File: src/rtl/mult_sched_pkg.sv
// rtl/mult_sched_pkg.sv - shared widths and round-robin pick helper for the multiplier scheduler
package mult_sched_pkg;

    localparam int OPW   = 4;
    localparam int PRODW = 8;

    typedef struct packed {
        logic       found;
        logic [2:0] idx;
    } pick_t;

    // Scans up to 8 requesters starting at ptr, wrapping at nreq.
    function automatic pick_t rr_pick(input logic [7:0] valid_vec, input logic [2:0] ptr,
                                      input int nreq);
        pick_t r;
        int    j;
        r = '0;
        for (int k = 0; k < 8; k++) begin
            j = (int'(ptr) + k) % nreq;
            if (k < nreq && !r.found && valid_vec[3'(j)]) begin
                r.found = 1'b1;
                r.idx   = 3'(j);
            end
        end
        return r;
    endfunction

endpackage

File: src/rtl/mult4s_normal_ripple.sv
// rtl/mult4s_normal_ripple.sv - combinational 4x4 signed multiplier, 8-bit product
module mult4s_normal_ripple
    import mult_sched_pkg::*;
(
    input  logic [OPW-1:0]   a,
    input  logic [OPW-1:0]   b,
    output logic [PRODW-1:0] product
);

    logic [PRODW-1:0] a_ext;
    logic [PRODW-1:0] b_ext;
    logic [PRODW-1:0] acc;

    // Sign-extended shift-and-add; modulo-256 sum is the exact signed product.
    always_comb begin
        a_ext = {{(PRODW-OPW){a[OPW-1]}}, a};
        b_ext = {{(PRODW-OPW){b[OPW-1]}}, b};
        acc   = '0;
        for (int i = 0; i < PRODW; i++) begin
            if (b_ext[i]) begin
                acc = acc + (a_ext << i);
            end
        end
    end

    assign product = acc;

endmodule

File: src/rtl/mult_rr_arbiter.sv
// rtl/mult_rr_arbiter.sv - round-robin grant with pointer advanced on transfer
module mult_rr_arbiter
    import mult_sched_pkg::*;
#(
    parameter int NREQ = 4,
    parameter int IDW  = 2
) (
    input  logic            clk,
    input  logic            rst_n,
    input  logic [NREQ-1:0] req_valid,
    input  logic            s1_free,
    output logic [NREQ-1:0] req_ready,
    output logic [IDW-1:0]  grant,
    output logic            transfer
);

    logic [IDW-1:0] rr_ptr;
    pick_t          pick;

    always_comb begin
        pick = rr_pick(8'(req_valid), 3'(rr_ptr), NREQ);
    end

    assign grant     = IDW'(pick.idx);
    assign req_ready = (rst_n && s1_free && pick.found) ? (NREQ'(1) << grant) : '0;
    assign transfer  = |(req_valid & req_ready);

    always_ff @(posedge clk) begin
        if (!rst_n) begin
            rr_ptr <= '0;
        end else if (transfer) begin
            rr_ptr <= (int'(grant) == NREQ - 1) ? '0 : grant + 1'b1;
        end
    end

endmodule

File: src/rtl/mult_share_sched.sv
// rtl/mult_share_sched.sv - two-stage pipeline sharing one signed multiplier among NREQ requesters
module mult_share_sched
    import mult_sched_pkg::*;
#(
    parameter int NREQ = 4,
    parameter int IDW  = 2
) (
    input  logic                clk,
    input  logic                rst_n,
    input  logic [NREQ-1:0]     req_valid,
    output logic [NREQ-1:0]     req_ready,
    input  logic [OPW*NREQ-1:0] req_a,
    input  logic [OPW*NREQ-1:0] req_b,
    output logic                resp_valid,
    input  logic                resp_ready,
    output logic [PRODW-1:0]    resp_product,
    output logic [IDW-1:0]      resp_id,
    output logic                busy
);

    logic [OPW-1:0]   a_q, b_q, sel_a, sel_b;
    logic [IDW-1:0]   id_q, grant;
    logic             s1_valid, s2_valid;
    logic [PRODW-1:0] core_product;
    logic             s2_free, s1_move, s1_free, transfer;

    assign s2_free = !s2_valid || resp_ready;
    assign s1_move = s1_valid && s2_free;
    assign s1_free = !s1_valid || s1_move;

    mult_rr_arbiter #(.NREQ(NREQ), .IDW(IDW)) u_arb (
        .clk       (clk),
        .rst_n     (rst_n),
        .req_valid (req_valid),
        .s1_free   (s1_free),
        .req_ready (req_ready),
        .grant     (grant),
        .transfer  (transfer)
    );

    always_comb begin
        sel_a = '0;
        sel_b = '0;
        for (int i = 0; i < NREQ; i++) begin
            if (IDW'(i) == grant) begin
                sel_a = req_a[i*OPW +: OPW];
                sel_b = req_b[i*OPW +: OPW];
            end
        end
    end

    mult4s_normal_ripple u_core (
        .a       (a_q),
        .b       (b_q),
        .product (core_product)
    );

    // A load takes priority over the drain so S1 can reload in the cycle it moves.
    always_ff @(posedge clk) begin
        if (!rst_n) begin
            s1_valid <= 1'b0;
            a_q      <= '0;
            b_q      <= '0;
            id_q     <= '0;
        end else if (transfer) begin
            s1_valid <= 1'b1;
            a_q      <= sel_a;
            b_q      <= sel_b;
            id_q     <= grant;
        end else if (s1_move) begin
            s1_valid <= 1'b0;
        end
    end

    always_ff @(posedge clk) begin
        if (!rst_n) begin
            s2_valid     <= 1'b0;
            resp_product <= '0;
            resp_id      <= '0;
        end else if (s1_move) begin
            s2_valid     <= 1'b1;
            resp_product <= core_product;
            resp_id      <= id_q;
        end else if (resp_ready) begin
            s2_valid     <= 1'b0;
        end
    end

    assign resp_valid = s2_valid;
    assign busy       = s1_valid || s2_valid;

endmodule

File: config.mk
export PLATFORM = sky130hd
export DESIGN_NAME = mult_share_sched
export DESIGN_NICKNAME = d
export VERILOG_FILES = /design/src/rtl/mult_sched_pkg.sv /design/src/rtl/mult4s_normal_ripple.sv /design/src/rtl/mult_rr_arbiter.sv /design/src/rtl/mult_share_sched.sv
export SDC_FILE = /design/constraint.sdc
export NUM_CORES = 1
export LEC_CHECK = 0
export BUFFER_PORTS_ARGS = -buffer_cell sky130_fd_sc_hd__buf_2
export CORE_MARGIN = 5
export CORE_UTILIZATION = 54
export DETAILED_ROUTE_END_ITERATION = 16
export PLACE_DENSITY = 0.77
export SETUP_SLACK_MARGIN = 0.4
export SYNTH_ARGS = -nofsm -noshare
export SYNTH_HDL_FRONTEND = slang
export SYNTH_HIERARCHICAL = 1
export SYNTH_SLANG_ARGS = --single-unit
File: constraint.sdc
create_clock -name clk -period 8.1 [get_ports clk]
set_input_delay 0.405 -clock clk [delete_from_list [all_inputs] [get_ports clk]]
set_output_delay 0.405 -clock clk [all_outputs]
set_load 0.005 [all_outputs]
* Yosys cells after proc, flatten, opt, wreduce, memory -nomap -nowiden
Index checks and enable logic that the tools add are counted.
** Storage, ports and cells
- Flip-flop bits (word level) :: 24
- Latch bits :: 0
- RAM bits :: 0
- Memory bits (read-only) :: 0
- Bits of input ports :: 39
- Output and inout port bits :: 16
- Logic and storage cells :: 90
- Memories kept :: 0
** Operators by class
- $add $sub $neg :: 11
- Multipliers :: 0
- Div/mod/pow operators :: 0
- Order comparisons :: 4
- Equality and inequality tests :: 4
- Shift operators :: 1
- Muxes and demuxes :: 37
- Bitwise gates (word level) :: 4
- Reduce and logical (&&, ||, !) cells :: 21
** Operators by type and width (count)
- $mux 8 :: 8
- $add 8x8->8 :: 7
- $mux 4 :: 13
- $lt 3x5->1 const B :: 3
- $mux 1 :: 11
- $bmux 1 s3 :: 3
- $logic_and 1x1->1 :: 6
- $reduce_or 2->1 :: 3
- $logic_not 1->1 :: 5
- $add 2x1->2 const B :: 2
- $add 2x2->2 const B :: 2
- $and 4x4->4 :: 1
- $eq 2x2->1 const A :: 2
- $lt 2x4->1 const B :: 1
- $reduce_bool 2->1 :: 2
- $reduce_or 4->1 :: 1
- $shl 1x2->4 const A :: 1
- $and 1x1->1 const A :: 3
- $logic_or 1x1->1 :: 3
- $bmux 1 s2 :: 1
- $eq 1x2->1 const A :: 1
- $eq 2x1->1 const B :: 1
- $logic_not 2->1 :: 1
- $mux 2 :: 1

* Depth between registers and ports, before layout
- Word-level depth :: 19
- Gate-level depth with buffers :: 33
- Mapped depth without buffers :: 32

* Cells and area by module
Netlist, hierarchy kept.
** Modules (own cells, without submodules)
- mult_share_sched :: times used 1, cells an instance 107, area an instance 1092.3 µm², seq. area each 440.4 µm²
- mult4s_normal_ripple :: times used 1, cells an instance 120, area an instance 915.9 µm², seq. area each 0.0 µm²
- mult_rr_arbiter :: times used 1, cells an instance 34, area an instance 269.0 µm², seq. area each 40.0 µm²

* Least setup slack after synthesis
No wires, ideal clock.
- Path kind :: register to register
- From :: register a_q[1]
- To :: register resp_product[7]
- Setup time :: 0.120 ns
- Arrival time :: 5.812 ns
- Data required time :: 7.980 ns
- Path slack :: 2.169 ns
- Cell stages (with the launch flop) :: 31
- Buffers on the path :: 0
- Clock period less this slack :: 5.931 ns
- Cell sequence :: dfxtp_1 and2_1 ha_1 inv_1 fa_1 mux2i_1 ha_1 inv_1 fa_1 xnor2_1 nand2_1 o21ai_0 fa_1 o21a_1 ha_1 fa_1 inv_1 a21oi_1 ha_1 fa_1 inv_1 a21oi_1 ha_1 xnor2_1 xnor2_1 xnor2_1 xnor2_1 nand2_1 xor2_1 nand3_1 a21boi_1
** On the way
- Word-level cells in the longest chain between the ends :: 15
** Ends and longest elaborated chain
- from (decl) :: RTL line mult_share_sched.sv:21 : logic [OPW-1:0] a_q, b_q, sel_a, sel_b;
- from (signal assigned) :: RTL line mult_share_sched.sv:67 : a_q <= sel_a;
- $mux 8 :: RTL line mult4s_normal_ripple.sv:20 : if (b_ext[i]) begin
- $add 8x8->8 :: RTL line mult4s_normal_ripple.sv:21 : acc = acc + (a_ext << i);
- $mux 8 :: RTL line mult4s_normal_ripple.sv:20
- $add 8x8->8 :: RTL line mult4s_normal_ripple.sv:21
- $mux 8 :: RTL line mult4s_normal_ripple.sv:20
- $add 8x8->8 :: RTL line mult4s_normal_ripple.sv:21
- $mux 8 :: RTL line mult4s_normal_ripple.sv:20
- $add 8x8->8 :: RTL line mult4s_normal_ripple.sv:21
- $mux 8 :: RTL line mult4s_normal_ripple.sv:20
- $add 8x8->8 :: RTL line mult4s_normal_ripple.sv:21
- $mux 8 :: RTL line mult4s_normal_ripple.sv:20
- $add 8x8->8 :: RTL line mult4s_normal_ripple.sv:21
- $mux 8 * :: RTL line mult4s_normal_ripple.sv:20
- $add 8x8->8 :: RTL line mult4s_normal_ripple.sv:21
- $mux 8 * :: RTL line mult4s_normal_ripple.sv:20
- via core_product[7] :: RTL line mult_share_sched.sv:24 : logic [PRODW-1:0] core_product;
- to (signal assigned) :: RTL line mult_share_sched.sv:82 : resp_product <= core_product;
- to (decl) :: RTL line mult_share_sched.sv:16 : output logic [PRODW-1:0] resp_product,
The timed path passes the listed nets; every way through them passes the cells marked *.
A chain may end at the register's enable or synchronous reset.

* Worst setup path after layout
Ends and elaborated chain as after synthesis.

==> flow_summary.toml <==
[clock_tree]
cts_buffer_depth = 2
cts.repair.resized = 0
post_cts.repair.setup_buffers = 0
ctsHtreeMaxLevel = 1
root_buffer = "clkbuf_8"
cts-hold-fix-buffers = 0
clk_pin_slew_worst_paths_ns = 0.09
tritoncts = "done"
clock_net_sink_count = 24
clock_insertion_delay_worst_skew_ns = 0.26
numCtsBuffers = 3

[drt]
met2RoutedLength_um = 2640
detail_route.wirelength.met1_um = 2330
drcViolationCount = 0
topRoutingLayerUsed = "met4"
vias = 2028
route.detailed.vias_per_inst = 5.71
detail_route.iter0.violations = 122
routedWlPerCell_um = 14.5
drt_pre_antenna_iters = 4
routed_wire_length_um = 5150
detailroute.wirelength.met3_um = 135
route.antenna.remaining_nets = 0

[sta]
relSlewSlack_pct = 23.0
period_needed_ns = 6.55
postLayoutSetupSlackWorst_ns = 1.55
fin_setup_tns_ns = 0
setup_viol_count_final = 0
finClkSkew_ns = 0.00471
rsz0062_at_grt = "no"
worst_pin_slew_ns = 1.15
timing.fmax_ghz = 0.153
final_max_slew_viol_count = 0
timing.final.hold_violations = 0
period_share_pct = 80.9

[synthesis]
synth-seq-area-share_pct = 21.1
xor_and_xnor_fraction_of_the_mapped_netlist_area_pct = 4.23
syn-cell-area_mm2 = 0.00228
yosys_warnings = 6
mean_syn_cell_area_um2 = 8.72
postSynthRegisterBits = 24
synth_edf_count = 0
synth_most_common_cell = "dfxtp_1"
postSynthNetCount = 326
synth_top_area_share_pct = 21.1
main_combinational_cell_family_by_area_after_synthesis = "compound AO/OA/AOI/OAI gates"
synth_area_leaders = "dfxtp_1 (21%), ha_1 (12%), mux2i_1 (9.2%)"
synth_fa_ha_area_share_pct = 15.9
asyncSetResetFlopFracSynth_pct = 0
synth.largest_area_cell = "dfxtp_1"
synthesized_instance_count = 261
yosysUniqueCellTypes = 52
post_synth_and_or_nand_nor_area_fraction_pct = 17.1
synth_top_flop_cell = "dfxtp_1"
yosys-top-cells-count = "dfxtp_1 (24), ha_1 (21), mux2i_1 (21)"
synth_mux_area_share_pct = 10.7
synth_compound_gate_area_share_pct = 23.5

[grt]
first_global_vias = 1996
gr-total-overflow = 0
grt_first_pass_wirelength_um = 8540
grt_start_max_net_pins = 28
grt_antenna_before_repair = 0
grt.total_usage_pct = 19.2

[cells_and_area]
post-route-cell-area_mm2 = 0.00259
finalNetCount = 371
post_route_cells_drive_above_1_share_pct = 23.9
final_cells = 355
antenna_cells = 0
area_growth_synth_to_finish_pct = 13.6

[run_status]
run_status = "completed"

[setup_path]
critical-path-max-stage-delay_ns = 0.66
criticalPathCategory = "flop to flop"
setup.worst_path.start_class = "flop"
cpMaxStageDelayCell = "dfxtp_1"
cp-end-kind = "flop"
cp.required_ns = 8.30
path_buf_inv = 4
cp_data_arrival_time_ns = 6.75
critical_path.max_fanout = 11
timing.critical_path.max_delay_family = "adder cells"

[die]
rows = 23
floorplan.die.height_um = 74.9
start_util_pct = 56.1
design.portCount = 55
design.die.area_mm2 = 0.00562
area_of_the_core_mm2 = 0.00406
dieWidth_um = 74.9

[placed_design]
gpl.final_weighted_congestion = 0.870
dp_hpwl_um = 4070
placedInstanceArea_mm2 = 0.00252
dpl_worst_slack_ns = 1.68
number_of_cells_after_detailed_placement = 351
port-buffer-count = 54

[power_and_ir_drop]
sequentialPowerShare_pct = 38.4
switching_share_pct = 32.8
ir_drop_v = 0.0000986
cell_internal_power_mw = 0.255
total_leakage_power_nw = 1.22
share_comb_of_total_power_pct = 34.1
total_switching_power_mw = 0.124
power_density_mw_per_mm2 = 146
pwr-share-clk_pct = 27.5

[worst_hold_path]
hold_class = "primary input to flop"

[flow_run]
max_cap_viol_count = 0
placed cells by master (no fill, tap or decap), types with 2 or more instances in the layout:
master	n
dfxtp_1	24
nand3b_1	8
o21ai_0	16
mux2i_1	21
a211oi_2	2
fa_1	5
a21o_1	4
inv_1	20
ha_1	21
o211ai_1	2
o221ai_1	7
a22oi_1	2
nor2_1	7
nand2b_1	7
a21boi_1	10
a21oi_1	17
and2_1	6
nor2b_1	6
a21boi_0	2
a211oi_1	2
xnor2_1	9
nand2_1	7
buf_2	54
mux2_2	3
nor3b_1	2
xor2_1	2
a21o_2	2
nand3_1	12
o21a_1	3
clkbuf_8	3
stage by stage:
stage | total power, mW | hold slack (ns) | utilization [%]
after floorplan | 0.246 | 0.442 | -
after global placement | 0.273 | 0.461 | 62.0
after detailed placement | 0.276 | 0.466 | 62.0
after CTS | 0.380 | 0.418 | 63.8
after global routing | 0.404 | 0.428 | 63.8
final | 0.379 | 0.418 | 63.8
state kept, by name (all words and copies together) (netlist names):
register / cells
a_q: 4
b_q: 4
id_q: 2
resp_id: 2
resp_product: 8
resp_valid: 1
s1_valid: 1
u_arb/rr_ptr: 2
path summary, 6_finish.rpt:
kind                            depth (start not counted)            startpoint                           end  slack [ns]
worst max-delay path                                   30   a_q[1]$_SDFFE_PN0P_  resp_product[7]$_SDFFE_PN0P_        1.55
worst min-delay path                                    3              req_b[4]           b_q[0]$_SDFFE_PN0P_        0.42
worst max register to register                         30   a_q[1]$_SDFFE_PN0P_  resp_product[7]$_SDFFE_PN0P_        1.55
worst min register to register                          2  id_q[1]$_SDFFE_PN0P_       resp_id[1]$_SDFFE_PN0P_        0.47
power groups by stage:
stage | combinational (mW) | sequential, mW | clock [mW]
final | 0.129 | 0.145 | 0.104
after global routing | 0.145 | 0.148 | 0.111
after CTS | 0.129 | 0.145 | 0.105
after detailed placement | 0.128 | 0.148 | 0
after global placement | 0.124 | 0.148 | 0
after floorplan | 0.109 | 0.137 | 0
metal layers:
layer  global-route usage [%]  vias up
met4                     4.55        0
met1                     24.2      966
met5                        0        -
met3                     2.14        6
met2                     34.9       31
li1                         -     1025
logic make-up (layout without fill, tap and decap cells):
kind of cell	after synthesis	in the layout
DFF	24	24
buffers and inverters	34	78
muxes	24	24
xor gates and xnor gates	11	11
and+or+nand+nor	64	64
adders and majority gates	26	26
AOI/OAI and AO/OA	78	78
area by class of cell:
cell class	instances	area, µm²
Multi-Input combinational cell	203	1630
Inverter	20	75.1
Sequential cell	24	480
Fill cell	369	1470
Clock inverter	1	30.0
Clock buffer	3	41.3
Tap cell	50	62.6
Timing Repair Buffer	54	270
worst reg2reg max path: cells and delay by family, from the launching register on:
family	cells	cell delay, ns
simple gates	5	0.66
fa+ha+maj	10	3.15
buf+inv	4	0.30
compound gates	6	0.94
xor+xnor	5	0.76
flops	1	0.66
No activity file was read; power rests on OpenSTA's default activity.
